$ cat config.mk
export PLATFORM = sky130hd
export DESIGN_NAME = banco_registradores_param
export DESIGN_NICKNAME = d
export VERILOG_FILES = /design/src/rtl/banco_registradores_param_pkg.sv /design/src/rtl/banco_limpeza_fsm.sv /design/src/rtl/banco_registradores_param.sv
export SDC_FILE = /design/constraint.sdc
export NUM_CORES = 1
export LEC_CHECK = 0
export CORE_MARGIN = 5
export CORE_UTILIZATION = 58
export DETAILED_ROUTE_END_ITERATION = 7
export MAX_ROUTING_LAYER = met4
export PLACE_DENSITY_LB_ADDON = 0.25
export SLEW_MARGIN = 10
export SYNTH_ARGS = -nofsm -noshare
export SYNTH_HDL_FRONTEND = slang
export SYNTH_SLANG_ARGS = --single-unit
$ cat constraint.sdc
create_clock -name clock -period 2.8 [get_ports clock]
set_input_delay 0.7 -clock clock [delete_from_list [all_inputs] [get_ports clock]]
set_output_delay 0.7 -clock clock [all_outputs]
set_load 0.1 [all_outputs]
$ cat src/rtl/banco_registradores_param_pkg.sv
// ============================================================================
// banco_registradores_param_pkg
// ----------------------------------------------------------------------------
// Shared definitions for the parametrised register file:
//   - clr_state_t : state encoding of the soft-clear engine (ST_IDLE, ST_CLEAR)
//   - DEF_DATA_W  : default register width for the processor datapath
//   - DEF_ADDR_W  : default address width (DEPTH = 2**DEF_ADDR_W)
// No ports; imported by banco_limpeza_fsm and banco_registradores_param.
// ============================================================================
package banco_registradores_param_pkg;

    // Two-state clear engine: idle (normal reads/writes) or sweeping clear.
    typedef enum logic {
        ST_IDLE  = 1'b0,
        ST_CLEAR = 1'b1
    } clr_state_t;

    // Processor default geometry: 8 registers of 8 bits.
    localparam int DEF_DATA_W = 8;
    localparam int DEF_ADDR_W = 3;

endpackage

$ cat src/rtl/banco_limpeza_fsm.sv
// ============================================================================
// banco_limpeza_fsm
// ----------------------------------------------------------------------------
// Sequenced soft-clear engine for the register file. On a limpa request in
// IDLE it sweeps every index 0..DEPTH-1, one per cycle, then returns to IDLE.
// It also flags writes that arrive while the sweep is running.
//
// Ports:
//   clock          in   rising-edge clock
//   reset          in   asynchronous active-low reset
//   i_limpa        in   soft-clear request (ignored while clearing)
//   i_escrita      in   effective write request from the datapath
//   o_clr_en       out  storage must clear entry o_clr_idx at this edge
//   o_clr_idx      out  index being cleared this cycle
//   o_ocupado      out  clear engine active
//   o_erro_escrita out  one-cycle pulse: a write was dropped last cycle
// ============================================================================
module banco_limpeza_fsm
    import banco_registradores_param_pkg::*;
#(
    parameter int ADDR_W = DEF_ADDR_W
) (
    input  logic              clock,
    input  logic              reset,
    input  logic              i_limpa,
    input  logic              i_escrita,
    output logic              o_clr_en,
    output logic [ADDR_W-1:0] o_clr_idx,
    output logic              o_ocupado,
    output logic              o_erro_escrita
);

    localparam logic [ADDR_W-1:0] LAST_IDX = '1;

    clr_state_t        r_state;
    clr_state_t        w_next_state;
    logic [ADDR_W-1:0] r_ptr;
    logic [ADDR_W-1:0] w_next_ptr;
    logic              r_erro;

    // Next-state logic. A request is only honoured from IDLE, so a second
    // limpa mid-sweep neither restarts nor stretches the clear. The sweep
    // leaves after the last index, giving exactly DEPTH busy cycles.
    always_comb begin
        w_next_state = r_state;
        w_next_ptr   = r_ptr;
        case (r_state)
            ST_IDLE: begin
                if (i_limpa) begin
                    w_next_state = ST_CLEAR;
                    w_next_ptr   = '0;
                end
            end
            ST_CLEAR: begin
                if (r_ptr == LAST_IDX) begin
                    w_next_state = ST_IDLE;
                    w_next_ptr   = '0;
                end else begin
                    w_next_ptr = r_ptr + ADDR_W'(1);
                end
            end
            default: begin
                w_next_state = ST_IDLE;
                w_next_ptr   = '0;
            end
        endcase
    end

    // State, pointer and the dropped-write pulse. The error flag is
    // registered so it appears in the cycle after the discarded write.
    always_ff @(posedge clock or negedge reset) begin
        if (!reset) begin
            r_state <= ST_IDLE;
            r_ptr   <= '0;
            r_erro  <= 1'b0;
        end else begin
            r_state <= w_next_state;
            r_ptr   <= w_next_ptr;
            r_erro  <= (r_state == ST_CLEAR) && i_escrita;
        end
    end

    assign o_clr_en       = (r_state == ST_CLEAR);
    assign o_clr_idx      = r_ptr;
    assign o_ocupado      = (r_state == ST_CLEAR);
    assign o_erro_escrita = r_erro;

endmodule

$ cat src/rtl/banco_registradores_param.sv
// ============================================================================
// banco_registradores_param
// ----------------------------------------------------------------------------
// Parametrised two-read / one-write register file with same-cycle write
// bypass, a valid bit per register and a sequenced soft-clear engine.
//
// Parameters: DATA_W (data width), ADDR_W (DEPTH = 2**ADDR_W), BYPASS (1 =
// forward a same-cycle write to matching read ports).
//
// Ports:
//   clock        in   rising-edge clock
//   reset        in   asynchronous active-low reset
//   reg1, reg2   in   read addresses
//   regE         in   write address
//   EscData      in   write data
//   escrita      in   write enable
//   limpa        in   soft-clear request
//   out1, out2   out  read data
//   valido1/2    out  valid bit of the addressed register
//   ocupado      out  clear engine active
//   erro_escrita out  one-cycle pulse: write dropped during a clear
//
// Build option: define ZERO_REG_EN to hardwire register 0 (reads 0, valid 1,
// writes to it ignored without raising erro_escrita).
// ============================================================================
module banco_registradores_param
    import banco_registradores_param_pkg::*;
#(
    parameter int DATA_W = DEF_DATA_W,
    parameter int ADDR_W = DEF_ADDR_W,
    parameter int BYPASS = 1
) (
    input  logic              clock,
    input  logic              reset,
    input  logic [ADDR_W-1:0] reg1,
    input  logic [ADDR_W-1:0] reg2,
    input  logic [ADDR_W-1:0] regE,
    input  logic [DATA_W-1:0] EscData,
    input  logic              escrita,
    input  logic              limpa,
    output logic [DATA_W-1:0] out1,
    output logic [DATA_W-1:0] out2,
    output logic              valido1,
    output logic              valido2,
    output logic              ocupado,
    output logic              erro_escrita
);

    localparam int DEPTH = 2 ** ADDR_W;

    logic [DATA_W-1:0] r_mem [DEPTH];
    logic [DEPTH-1:0]  r_valid;

    logic              w_wr_blocked;
    logic              w_escrita_eff;
    logic              w_wr_en;
    logic              w_clr_en;
    logic [ADDR_W-1:0] w_clr_idx;
    logic              w_ocupado;
    logic [DATA_W-1:0] w_out1;
    logic [DATA_W-1:0] w_out2;
    logic              w_valido1;
    logic              w_valido2;

`ifdef ZERO_REG_EN
    // Writes to the hardwired register vanish entirely, so they are removed
    // before the clear engine can see them and report a dropped write.
    assign w_wr_blocked = (regE == '0);
`else
    assign w_wr_blocked = 1'b0;
`endif

    assign w_escrita_eff = escrita & ~w_wr_blocked;
    assign w_wr_en       = w_escrita_eff & ~w_ocupado;

    banco_limpeza_fsm #(
        .ADDR_W (ADDR_W)
    ) u_limpeza (
        .clock          (clock),
        .reset          (reset),
        .i_limpa        (limpa),
        .i_escrita      (w_escrita_eff),
        .o_clr_en       (w_clr_en),
        .o_clr_idx      (w_clr_idx),
        .o_ocupado      (w_ocupado),
        .o_erro_escrita (erro_escrita)
    );

    // Storage array. The clear sweep owns the array while active; writes are
    // only accepted in IDLE, so the two never compete for the same edge.
    always_ff @(posedge clock or negedge reset) begin
        if (!reset) begin
            for (int i = 0; i < DEPTH; i++) begin
                r_mem[i] <= '0;
            end
            r_valid <= '0;
        end else if (w_clr_en) begin
            r_mem[w_clr_idx]   <= '0;
            r_valid[w_clr_idx] <= 1'b0;
        end else if (w_wr_en) begin
            r_mem[regE]   <= EscData;
            r_valid[regE] <= 1'b1;
        end
    end

    // Read port 1: stored value, overridden by a same-cycle write to the
    // same address when bypass is built in, then by the hardwired zero.
    always_comb begin
        w_out1    = r_mem[reg1];
        w_valido1 = r_valid[reg1];
        if ((BYPASS != 0) && w_wr_en && (regE == reg1)) begin
            w_out1    = EscData;
            w_valido1 = 1'b1;
        end
`ifdef ZERO_REG_EN
        if (reg1 == '0) begin
            w_out1    = '0;
            w_valido1 = 1'b1;
        end
`endif
    end

    // Read port 2: identical selection to port 1.
    always_comb begin
        w_out2    = r_mem[reg2];
        w_valido2 = r_valid[reg2];
        if ((BYPASS != 0) && w_wr_en && (regE == reg2)) begin
            w_out2    = EscData;
            w_valido2 = 1'b1;
        end
`ifdef ZERO_REG_EN
        if (reg2 == '0) begin
            w_out2    = '0;
            w_valido2 = 1'b1;
        end
`endif
    end

    assign out1    = w_out1;
    assign out2    = w_out2;
    assign valido1 = w_valido1;
    assign valido2 = w_valido2;
    assign ocupado = w_ocupado;

endmodule

### After elaboration in Yosys (flattened, before gate mapping)

Cells that the tools add are included.

* bits in registers: 77
* input port bits: 21
* output and inout port bits: 20
* word-level logic and storage cells: 81

* $add $sub $neg: 1
* $lt $le $gt $ge: 12
* equality and inequality tests: 4
* muxes and demuxes: 33
* bitwise gates (word level): 11
* reductions and logical operators: 8

Operators with widths (number)
* 2-to-1 mux 64 bit: 2
* 2-to-1 mux 8 bit: 10
* AND 64 bit: 1
* bitwise mux 64 bit: 1
* NOT 64 bit: 1
* binary-select mux 8 bit (select 3 bit): 2
* demux 8 bit (select 3 bit): 2
* >= comparator 4 bit (second input constant): 4
* less-than comparator 3 x 4 -> 1 bit (second input constant): 4
* NOT 3 -> 4 bit: 4
* AND 8 bit: 1
* less-than comparator 4 x 1 -> 1 bit (second input constant): 2
* 2-to-1 mux 1 bit: 8
* NOT 8 bit: 1
* bitwise OR 8 bit: 1
* logical AND 1 bit: 7
* binary-select mux 1 bit (select 3 bit): 2
* demux 1 bit (select 3 bit): 2
* equality test 3 bit: 2
* >= comparator 3 x 1 -> 1 bit (second input constant): 2
* 2-to-1 mux 3 bit: 2
* case mux 3 bit (2 select lines): 1
* adder 3 x 1 -> 3 bit (second input constant): 1
* equality test 3 bit (second input constant): 1
* other kinds (5): 5

### Depth between registers and ports, before layout

* depth after elaboration: 8
* gate-level depth with buffers: 6
* gate-level depth less buffers: 5

### Modules after synthesis

From an unflattened synthesis, not the netlist that was laid out.

* cells, all modules: 367
* area total of the unflattened synthesis: 4549.4 µm²

By module, submodules not included
* banco_registradores_param: instances 1, cells each 349, area an instance 4320.4 µm², seq. area each 1801.7 µm²
* banco_limpeza_fsm: instances 1, cells each 18, area an instance 229.0 µm², seq. area each 125.1 µm²

### Worst setup path after synthesis

Ideal clock, no wire load.

* path kind: register to output
* from: reg u_limpeza.r_state (netlist: u_limpeza.o_clr_en)
* to: out out2[0]
* arrival time: 3251 ps
* required time: 2100 ps
* setup slack: -1151 ps
* stages on the path, launching flop included: 6
* buffers on the path: 2
* cells stage by stage: dfrtp_1 -> buf_2 -> nor2b_1 -> nand4_1 -> buf_2 -> mux2i_1

* word-level cells in the longest chain between the ends: 4

RTL lines
* start, declared: line banco_limpeza_fsm.sv:35 `clr_state_t r_state;`
* start signal, assigned: line banco_limpeza_fsm.sv:77 `r_state <= w_next_state;`
* NOT 1 bit
* AND 1 bit: line banco_registradores_param.sv:74 `assign w_wr_en = w_escrita_eff & ~w_ocupado;`
* logical AND 1 bit: line banco_registradores_param.sv:127 `if ((BYPASS != 0) && w_wr_en && (regE == reg2)) begin`
* 2-to-1 mux 8 bit: line banco_registradores_param.sv:127
* end, declared: line banco_registradores_param.sv:42 `output logic [DATA_W-1:0] out2,`

No other way between the ends.

### Worst setup path after layout

* from: in reg1[0]
* to: out out1[7]

* word-level cells in the longest chain between the ends: 5
* elaborated cells between the ends (all ways): 7
* those cells by class: eq/ne (1); mux (4); bitwise (1); reduce/logical (1)

RTL lines
* start, declared: line banco_registradores_param.sv:35 `input logic [ADDR_W-1:0] reg1,`
* NOT 3 -> 4 bit (implied by the code): line banco_registradores_param.sv:109 `w_out1 = r_mem[reg1];`
* binary-select mux 8 bit (select 3 bit): line banco_registradores_param.sv:109
* 2-to-1 mux 8 bit (implied by the code) (2 in series): line banco_registradores_param.sv:109
* 2-to-1 mux 8 bit *: line banco_registradores_param.sv:111 `if ((BYPASS != 0) && w_wr_en && (regE == reg1)) begin`
* end, declared: line banco_registradores_param.sv:41 `output logic [DATA_W-1:0] out1,`

Every way passes the cells marked *; elsewhere a longest branch is shown, timed or not. The select of a mux whose other input is x is not followed.

==> impl_results.md <==
- Outcome: finished with violations
- Failing checks: setup timing
- CTS Root Cell: clkbuf_8
- Max-Cap Viols: 0
- Combinational power share: 51.8%
- Synth top cells by count: 99 x mux2i_1, 82 x nand2_1, 77 x dfrtp_1
- Cell family with most CP delay: multiplexers
- WL per Instance: about 28 um
- Number of global-route vias before repair: 3944
- Antenna-violating nets left: 0
- Pin count of the biggest net entering global routing: 47
- Vias per cell: 6.92
- Pwr Density: 1000 nW/um^2
- Worst-path cell chain: buf_6, buf_16, mux4_1, mux2i_4, mux2i_4, buf_12
- Placed Cells: 526
- Clk slew on worst S/H paths: 0.09 ns
- WP buf/inv: 3
- # H-tree levels: 3
- Final Net Count: around 460
- Syn Nets: roughly 400
- Synthesized cell area: 4690 um^2
- Remaining global-route overflow: 0
- Fin. max-slew vios: 0
- All-Layer GR Usage: 31.7%
- Die width: ~100 um
- First-pass GRT wire length: 22.4 mm
- Fmax achieved: 0.349 GHz
- Top fanout value on the critical path: 9
- Diode count: 0
- Final hold vios: 0
- IO buf count: 40
- R2r startpoint: u_limpeza.o_clr_en
- Post-Layout Cell Count: 547
- Yosys top cell by area: dfrtp_1
- Ys flop type: dfrtp_1
- Power share of the clock group: about 16%
- Hold Buf Count CTS: 0
- DRC: 0
- Synthesized instance count: 373
- Cts bufs inserted: 9
- Row count: 32
- 1st-iter DRT viols: 408
- Initial antenna violation count: 0
- Rel. slew slack: 45.0%
- Routed vias: between 3000 and 4000
- Asr flop ratio synth: 100%
- Register-to-register path setup slack: around 0.85 ns
- Die footprint: 9980 um^2
- Layout cells sized above 1: 34.8%
- Drt pass-1 iters: 5
- Final HPWL DP: 9.28 mm
- Setup ws final: -0.0631 ns
- Sink Count: 77
- Most common cell on crit path: mux2i_4
- RR Endpoint: r_mem[31]
- Fin Hold WS: 0.279 ns
- Setup TNS: -0.0631 ns
- Worst path required time: 2.10 ns
- Top cell type's share of synthesized area: 41.1%
- Clk buf depth: 2
- Final Util: 78.8%
- Seq pwr share: 32.1%
- Yosys warning count: 0
- Psw: 0.00279 W
- VDD IR-drop max: ~0.0010 V
- Pleak: 2.92 nW
- Design Area, Final: 6150 um^2
- Seq/Total Area, Yosys: between 40% and 50%
- Hold Path Class: in2async
- Ranking of synthesized cells by area: dfrtp_1 41%, mux2i_1 21%, mux4_1 20%
- CP Class: in2out
- Core ar.: between 7000 and 8000 um^2
- Synth cell types: 31
- Crit start category: input port
- Routed wire length: 15.4 mm
- CTS tree: built
- Chip Height: approximately 100 um
- Reg2reg path depth: 4
- Clk Latency, worst-skew pair: 0.36 ns
- Crit share post-route: 102%
- Slowest stage delay, CP: 0.65 ns
- Least-Margin Pin Slew: 0.821 ns
- #FFs+latches synth: 77
- Switching part of the total power: 45.3%
- Placed Area: 5790 um^2
- Final setup vio count: 1
- GP Congestion: 0.858
- Tmin final: about 2.9 ns
- I/O pin total: 41
- Highest-delay cell along the critical path: mux4_1
- Syn Area/Cell: 12.6 um^2
- EDFF count, synth: 0
- Clock skew: 0.00850 ns
- P&R area growth vs syn: 31.2%
- Count leader, synth: mux2i_1
- Cell internal pwr: 0.00337 W
- Starting density of the core: 60.0%
- WP data arrival: between 2 and 2.5 ns
- Critical Path Sink Type: output port
[state kept, by name (all words and copies together) (netlist names)]
| register | count |
|---|---|
| r_mem | 64 |
| r_valid | 8 |
| u_limpeza.o_clr_idx | 3 |
| u_limpeza.o_clr_en | 1 |
| u_limpeza.o_erro_escrita | 1 |
[layout by cell type, fill, tap and decap left out, drive strengths merged]
cell type / count
nand2b: 2
nand3: 1
nand4b: 3
bufinv: 2
dlygate4sd2: 3
nand4bb: 3
dfrtp: 77
clkinv: 10
ha: 2
or4: 1
inv: 3
nor2: 4
mux2i: 99
xnor2: 6
nand2: 82
nor2b: 1
clkdlybuf4s50: 9
and2: 1
nand3b: 2
nor3: 1
a21o: 3
clkbuf: 16
mux4: 36
or3: 2
nand4: 3
clkinvlp: 1
o32ai: 1
o21ai: 2
nor3b: 1
buf: 67
or4b: 1
[cell families after synthesis]
group | count (synthesis) | synth area share [%]
compound gates | 6 | 0.881
xor+xnor | 6 | 1.12
fa+ha+maj | 2 | 0.534
buf+inv | 39 | 4.48
flops | 77 | 41.1
mux | 135 | 41.3
simple gates | 108 | 10.5
[power by group through the flow]
stage	logic (W)	registers (W)	clock network (W)
after floorplan	0.00206	0.00181	0
after global placement	0.00291	0.00187	0
after detailed placement	0.00301	0.00191	0
after CTS	0.00310	0.00191	0.000982
after global routing	0.00333	0.00201	0.00104
final	0.00319	0.00198	0.000988
[worst max path at each step]
| stage | startpoint | endpoint | slack, ns | depth (start not counted) |
|---|---|---|---|---|
| 3_5_place_dp | reg1[0] | out1[1] | -0.51 | 6 |
| 5_1_grt | reg1[0] | out1[7] | -0.08 | 6 |
| 6_report | reg1[0] | out1[7] | -0.06 | 6 |
| 3_3_place_gp | reg2[0] | out2[1] | -0.44 | 6 |
| 2_1_floorplan | reg2[0] | out2[0] | -0.0004 | 6 |
| 4_1_cts | reg2[0] | out2[4] | -0.006 | 6 |
[area by class of cell]
cell class	count	area (um^2)
clock buffer	10	138
clock inverter	6	93.8
fill	470	1660
inverter	10	37.5
multi-input combinational	257	2770
sequential	77	1930
tap	102	128
timing repair buffer	85	1050
[metrics by stage]
step           worst slack [ns]  total power, W
6_report                -0.0631         0.00616
5_1_grt                 -0.0839         0.00638
4_1_cts                -0.00605         0.00599
3_5_place_dp             -0.507         0.00491
3_3_place_gp             -0.437         0.00478
2_1_floorplan         -0.000378         0.00387
[what timing repair did]
item                                    CTS  global route
setup buffers                             0             0
pin swaps                                 4             6
gates resized for setup                  46            40
hold endpoints to repair                  0             0
endpoints found under the setup margin   18            18
cloned                                    3             2
[metal layers]
| layer | GRT usage, % | vias to the layer above | routed length, um |
|---|---|---|---|
| met4 | 22.5 | 0 | 1130 |
| met3 | 10.8 | 96 | 1690 |
| li1 | - | 1501 | - |
| met2 | 48.0 | 326 | 7500 |
| met1 | 34.9 | 1864 | 5060 |
| met5 | - | - | 0 |
(Power assumes the default switching activity.)
